<file path="src/rtl/dnoc_param_fifo.sv">
// dnoc_param_fifo
//   Single-clock show-ahead FIFO with occupancy count and almost-full /
//   almost-empty thresholds.
//
//   Optional feature: define DNOC_FIFO_ERR_EN to add the sticky
//   overflow/underflow flags and their err_clr input.
//
//   Ports
//     clk           rising-edge clock
//     rst           asynchronous active-high reset
//     flush         synchronous clear of pointers and count
//     push/in_data  write request and data
//     full          no free entry
//     almost_full   count >= AF_LVL
//     pop           read request
//     out_data      head entry, valid whenever empty=0
//     empty         no valid entry
//     almost_empty  count <= AE_LVL
//     count         current occupancy
//     overflow      sticky, push seen while full     (DNOC_FIFO_ERR_EN)
//     underflow     sticky, pop seen while empty     (DNOC_FIFO_ERR_EN)
//     err_clr       clears overflow/underflow        (DNOC_FIFO_ERR_EN)
module dnoc_param_fifo #(
  parameter int DATA_W = 2,
  parameter int DEPTH  = 16,
  parameter int AF_LVL = 12,
  parameter int AE_LVL = 2
) (
  input  logic                     clk,
  input  logic                     rst,
  input  logic                     flush,
  input  logic                     push,
  input  logic [DATA_W-1:0]        in_data,
  output logic                     full,
  output logic                     almost_full,
  input  logic                     pop,
  output logic [DATA_W-1:0]        out_data,
  output logic                     empty,
  output logic                     almost_empty,
  output logic [$clog2(DEPTH):0]   count
`ifdef DNOC_FIFO_ERR_EN
  ,
  output logic                     overflow,
  output logic                     underflow,
  input  logic                     err_clr
`endif
);

  localparam int AW = $clog2(DEPTH);
  localparam logic [AW:0] ONE = (AW+1)'(1);

  logic [DATA_W-1:0] mem [DEPTH];
  logic [AW:0]       wr_ptr;
  logic [AW:0]       rd_ptr;
  logic              push_ok;
  logic              pop_ok;

  // Extra wrap bit distinguishes full from empty when the indices match.
  assign empty        = (wr_ptr == rd_ptr);
  assign full         = (wr_ptr[AW-1:0] == rd_ptr[AW-1:0]) && (wr_ptr[AW] != rd_ptr[AW]);
  assign almost_full  = (count >= (AW+1)'(AF_LVL));
  assign almost_empty = (count <= (AW+1)'(AE_LVL));
  assign out_data     = mem[rd_ptr[AW-1:0]];

  assign push_ok = push && !full;
  assign pop_ok  = pop && !empty;

  always_ff @(posedge clk or posedge rst) begin
    if (rst) begin
      wr_ptr <= '0;
      rd_ptr <= '0;
      count  <= '0;
    end else if (flush) begin
      wr_ptr <= '0;
      rd_ptr <= '0;
      count  <= '0;
    end else begin
      if (push_ok) wr_ptr <= wr_ptr + ONE;
      if (pop_ok)  rd_ptr <= rd_ptr + ONE;
      case ({push_ok, pop_ok})
        2'b10:   count <= count + ONE;
        2'b01:   count <= count - ONE;
        default: count <= count;
      endcase
    end
  end

  // Storage is cleared on reset so out_data reads 0 before any write;
  // flush leaves contents untouched and drops a same-cycle push.
  always_ff @(posedge clk or posedge rst) begin
    if (rst) begin
      for (int i = 0; i < DEPTH; i++) mem[i] <= '0;
    end else if (!flush && push_ok) begin
      mem[wr_ptr[AW-1:0]] <= in_data;
    end
  end

`ifdef DNOC_FIFO_ERR_EN
  // A set condition in the same cycle as err_clr wins.
  always_ff @(posedge clk or posedge rst) begin
    if (rst) begin
      overflow  <= 1'b0;
      underflow <= 1'b0;
    end else begin
      if (push && full)  overflow <= 1'b1;
      else if (err_clr)  overflow <= 1'b0;
      if (pop && empty)  underflow <= 1'b1;
      else if (err_clr)  underflow <= 1'b0;
    end
  end
`endif

endmodule

</file>
<file path="config.mk">
export PLATFORM = sky130hd
export DESIGN_NAME = dnoc_param_fifo
export DESIGN_NICKNAME = d
export VERILOG_FILES = /design/src/rtl/dnoc_param_fifo.sv
export SDC_FILE = /design/constraint.sdc
export NUM_CORES = 1
export LEC_CHECK = 0
export ABC_AREA = 1
export BUFFER_PORTS_ARGS = -buffer_cell sky130_fd_sc_hd__buf_2
export CAP_MARGIN = 30
export CORE_ASPECT_RATIO = 1.4
export CORE_MARGIN = 2
export CORE_UTILIZATION = 54
export CTS_CLUSTER_SIZE = 10
export DETAILED_ROUTE_END_ITERATION = 12
export GPL_TIMING_DRIVEN = 0
export PLACE_DENSITY = 0.72
export REMOVE_ABC_BUFFERS = 1
export SYNTH_ARGS = -nofsm -noshare
export SYNTH_HDL_FRONTEND = slang
export SYNTH_SLANG_ARGS = --single-unit
</file>
<file path="constraint.sdc">
create_clock -name clk -period 2.55 [get_ports clk]
set_clock_uncertainty 0.15 [all_clocks]
set_input_delay 0.51 -clock clk [delete_from_list [all_inputs] [get_ports clk]]
set_output_delay 0.51 -clock clk [all_outputs]
set_load 0.03 [all_outputs]
</file>
## Yosys cells after proc, flatten, opt, wreduce, memory -nomap -nowiden

Cells that the tools add are included.

- Add/subtract/negate cells: 4
- $lt $le $gt $ge: 5
- Eq/ne operators: 5
- Multiplexer cells: 12
- Bitwise operators: 2
- Reduce and logical (&&, ||, !) cells: 11

Operators by type and width:

| cell | number |
|---|---|
| bitwise mux 32 bit | 1 |
| 2-to-1 mux 5 bit | 5 |
| adder 5 x 1 -> 5 bit (second input constant) | 3 |
| >= comparator 5 bit (second input constant) | 2 |
| inverter 4 -> 5 bit | 2 |
| case mux 5 bit (2 select lines) | 1 |
| binary-select mux 2 bit (select 4 bit) | 1 |
| demux 2 bit (select 4 bit) | 1 |
| 2-to-1 mux 2 bit | 3 |
| == test 5 bit | 1 |
| >= comparator 5 x 4 -> 1 bit (second input constant) | 1 |
| less-or-equal comparator 5 x 2 -> 1 bit (second input constant) | 1 |
| logical AND 1 bit | 5 |
| < comparator 5 x 1 -> 1 bit (second input constant) | 1 |
| subtractor 5 x 1 -> 5 bit (second input constant) | 1 |
| == test 4 bit | 1 |
| nonzero test 2 bit | 2 |
| logical NOT 1 bit | 3 |
| nonzero test 3 bit | 1 |
| == test 2 x 1 -> 1 bit (second input constant) | 1 |
| == test 2 bit (second input constant) | 1 |
| inequality test 1 bit | 1 |

- Register bits: 47
- Input bits: 7
- Logic and storage cells: 58

## Logic depth before layout (Yosys ltp)

- Depth after elaboration: 7
- Mapped depth: 22
- Gate-level depth less buffers: 21

## Worst setup path after synthesis

No wires, ideal clock.

- Kind: reg2out
- Start: register count[1]
- End: output almost_empty
- Arrival time: 2,134 ps
- Slack: -244 ps
- Stages on the path, launching flop included: 2
- Path buffers: 0
- Path through: dfrtp_1 a2111oi_0

- Word-level cells in the longest chain between the ends: 1

Ends and longest elaborated chain:

| what | RTL line | RTL |
|---|---|---|
| start, declared | 40 | `output logic [$clog2(DEPTH):0] count` |
| start signal, assigned | 81 | `2'b10: count <= count + ONE;` |
| start signal, assigned | 82 | `2'b01: count <= count - ONE;` |
| start signal, assigned | 83 | `default: count <= count;` |
| less-or-equal comparator 5 x 2 -> 1 bit | 62 | `assign almost_empty = (count <= (AW+1)'(AE_LVL));` |
| end, declared | 39 | `output logic almost_empty,` |

No other way between the ends.

## Worst setup path after layout

- Start: register rd_ptr[0]
- End: output out_data[1]

- Word-level cells in the longest chain between the ends: 4

Ends and longest elaborated chain:

| what | RTL line | RTL |
|---|---|---|
| start, declared | 54 | `logic [AW:0] rd_ptr;` |
| start signal, assigned | 79 | `if (pop_ok) rd_ptr <= rd_ptr + ONE;` |
| inverter 4 -> 5 bit (implied by the code) | 63 | `assign out_data = mem[rd_ptr[AW-1:0]];` |
| binary-select mux 2 bit (select 4 bit) | 63 |  |
| 2-to-1 mux 2 bit (implied by the code) (2 in a row) | 63 |  |
| end, declared | 37 | `output logic [DATA_W-1:0] out_data,` |

No other way between the ends. The select of a mux whose other input is x is not followed.

==> reports/metrics.yaml <==
synth_seq_cells: 47
pwr-share-seq_pct: 44.6
worst-setup-path-type: "reg -> out"
drc: 0
clock_path_buffers: 2
synth_top_area_share_pct: 43.04
synth_ff_type: "dfrtp_1"
critical_path_buf_inv_count: 2
post-synth-top-area-cell: "dfrtp_1"
min_path_type: "in -> async"
insertion_delay_ns: 0.30
synth_area_leaders: "dfrtp_1, nand2_1, o21ai_0, inv_1, o21ai_1"
status: "finished, final reports clean"
dieArea_um2: 5653
cp-startpoint: "rd_ptr[0]"
numPortBuffers: 17
dieHeight_um: 88.17
power.leakage_nw: 1.604
syn_avg_cell_area_um2: 7.990
io_pins: 18
reg2reg_slack_ns: 0.14
cts_tree: "done"
grt_max_degree: 31
core_area_um2: 4880
netlist_instances: 342
cp_data_required_time_ns: 1.89
timing.hold.ws_ns: 0.03291
endpoint: "out_data[1]"
synth-edff-count: 0
worst-r2r-cell-count: 19
ys_warn_count: 0
max-slew-margin-rel_pct: 68.10
die_width_um: 64.12
num_antenna_cells: 0
intPower_w: 0.001265
startpoint_type: "flip-flop"
cpPeakStageDelay_ns: 0.55
ant_nets: 0
area_delta_synth_final_pct: 15.89
drive_above_1_share_pct: 26.39
critPathArrivalTime_ns: 1.83
worst_slew_pin_slew_ns: 0.4779
initialDrtViolationCount: 119
r2r-start: "rd_ptr[0]"
gp_routability_congestion: 0.8950
multi_input_area_um2: 1360
grt-ovfl-total: 0
end_kind: "output port"
antenna_found_initial: 0
path_cells: "buf_4, nor2_1, a21oi_1, o21ai_0, o221ai_1, nand2_1, buf_6"
worstReg2RegEnd: "count[4]"
cp_top_family: "flip-flops"
grt_pass1_wl_um: 10800
final-setup-viol-count: 0
syn-cell-area_um2: 2733
path_depth: 7
layout_worst_path_cycle_share_pct: 97.79
synth_common_cells: "nand2_1, dfrtp_1, inv_1, o21ai_0, o21ai_1"
p_sw_share_pct: 36.37
fmax_ghz: 0.4010
hold_violations: 0
cts_root_buf: "clkbuf_8"
synth.yosys.seq_area_share_pct: 43.04
hold_buffers: 0
start_util_pct: 56.00
powerDensity_nw_per_um2: 627.5
viasPerCell: 5.420
drt_wl_total_um: 6320
regArea_um2: 1187
synthMostInstantiatedCell: "nand2_1"
yosysUniqueCellTypes: 34
numCtsBuffers: 5
wire_per_inst_um: 14.27
clockPowerShare_pct: 22.2
fin_util_pct: 64.90
clock_sinks: 47
worstPathMaxFanout: 8
grtUsageTotal_pct: 24.76
ir_drop_mv: 0.3770
cts_max_level: 2
p_comb_share_pct: 33.3
fillCellCount: 426
max_cap_viol_count: 0
p_switching_w: 0.0007227
vias: 2401
dr.pass1.iters: 4
fin_nets: 394
grt_pass1_vias: 2361
finalWorstPathRequiredPeriod_ns: 2.494
drv_slew: 0
synth-async-reset-ratio_pct: 100.0
rsz0062_at_grt: "true"
cp_slowest_cell: "dfrtp_4"
fp-row-count: 30
path_clk_slew_ns: 0.08
dpl.hpwl_um: 4312
-- cell families (layout without fill, tap and decap cells) --
kind of cell	Yosys count	count (layout)	share of synthesized area [%]
compound gates	81	81	16.07
xor+xnor	5	5	1.602
fa+ha+maj	9	9	4.396
buf+inv	56	93	8.791
flops	47	47	43.04
simple gates	144	144	26.10
-- power by group through the flow --
stage | combinational [W] | sequential [W] | clock, W
floorplan | 0.000368 | 0.000918 | 0
global placement | 0.000519 | 0.000908 | 0
detailed placement | 0.000531 | 0.000910 | 0
CTS | 0.000593 | 0.000883 | 0.000447
global route | 0.000730 | 0.000894 | 0.000482
finish | 0.000661 | 0.000886 | 0.000441
-- worst register-to-register path: stages, from the launching register on --
cell	delay, ns
dfrtp_4	0.55
nand2_2	0.09
nand2_2	0.06
nor2_4	0.11
nand3_2	0.12
nand2_4	0.10
nand2_4	0.08
fa_2	0.39
inv_2	0.06
nand2_2	0.04
nand2_2	0.06
a21oi_2	0.06
inv_1	0.06
nand2_1	0.05
nand2_2	0.08
inv_1	0.04
nand2_1	0.05
nand2_1	0.05
nand3_1	0.06
nand2_1	0.06
-- layer usage --
metal  global-route usage [%]  wire (um)
met2                    44.03       3238
met4                    12.57        273
met3                    3.728        243
met1                    29.00       2565
met5                        0          0
-- metrics by stage --
step | power, W | cell area, um2 | setup WS [ns] | instances | setup TNS [ns]
6_report | 0.001987 | 3167 | 0.05642 | 443 | 0
5_1_grt | 0.002106 | 3167 | -0.07043 | 443 | -0.07043
4_1_cts | 0.001923 | 3029 | 0.01109 | 431 | 0
3_5_place_dp | 0.001441 | 2863 | -0.7758 | 416 | -2.069
3_3_place_gp | 0.001427 | 2843 | -0.7485 | 415 | -1.951
2_1_floorplan | 0.001287 | 2678 | -0.2438 | 334 | -0.4798
-- registers in the layout, indices dropped and copies added, names as in the netlist --
| signal | flops |
|---|---|
| count | 5 |
| mem | 32 |
| wr_ptr | 5 |
| rd_ptr | 5 |
-- placed cells by master (no fill, tap or decap), types with 9 or more instances in the layout --
cell	count
dfrtp_1	40
o21ai_0	28
buf_4	19
inv_2	9
buf_2	15
a21oi_1	15
nand2_1	67
nor2_1	20
nand2_2	10
o21ai_1	26
inv_1	35
nand3_1	18
-- worst min-delay path by stage --
stage,from,endpoint,depth (start not counted)
after floorplan,mem[16],mem[16],2
after global placement,mem[16],mem[16],2
after detailed placement,mem[9],mem[9],2
after CTS,rst,wr_ptr[1],2
after global routing,rst,wr_ptr[1],2
final,rst,wr_ptr[1],2
-- cell type report --
| type | count | share of cell area, % |
|---|---|---|
| multi-input combinational | 239 | 42.95 |
| sequential | 47 | 37.50 |
| timing repair buffer | 37 | 8.218 |
| inverter | 48 | 6.243 |
| tap | 64 | 2.529 |
| clock buffer | 7 | 2.410 |
| clock inverter | 1 | 0.1580 |
-- timing repair --
item,CTS,global route
setup endpoints to repair,8,4
endpoints found under the hold margin,0,0
buffers inserted,7,12
resized for setup,12,27
pin swaps,3,14
No activity file was read; power rests on OpenSTA's default activity.
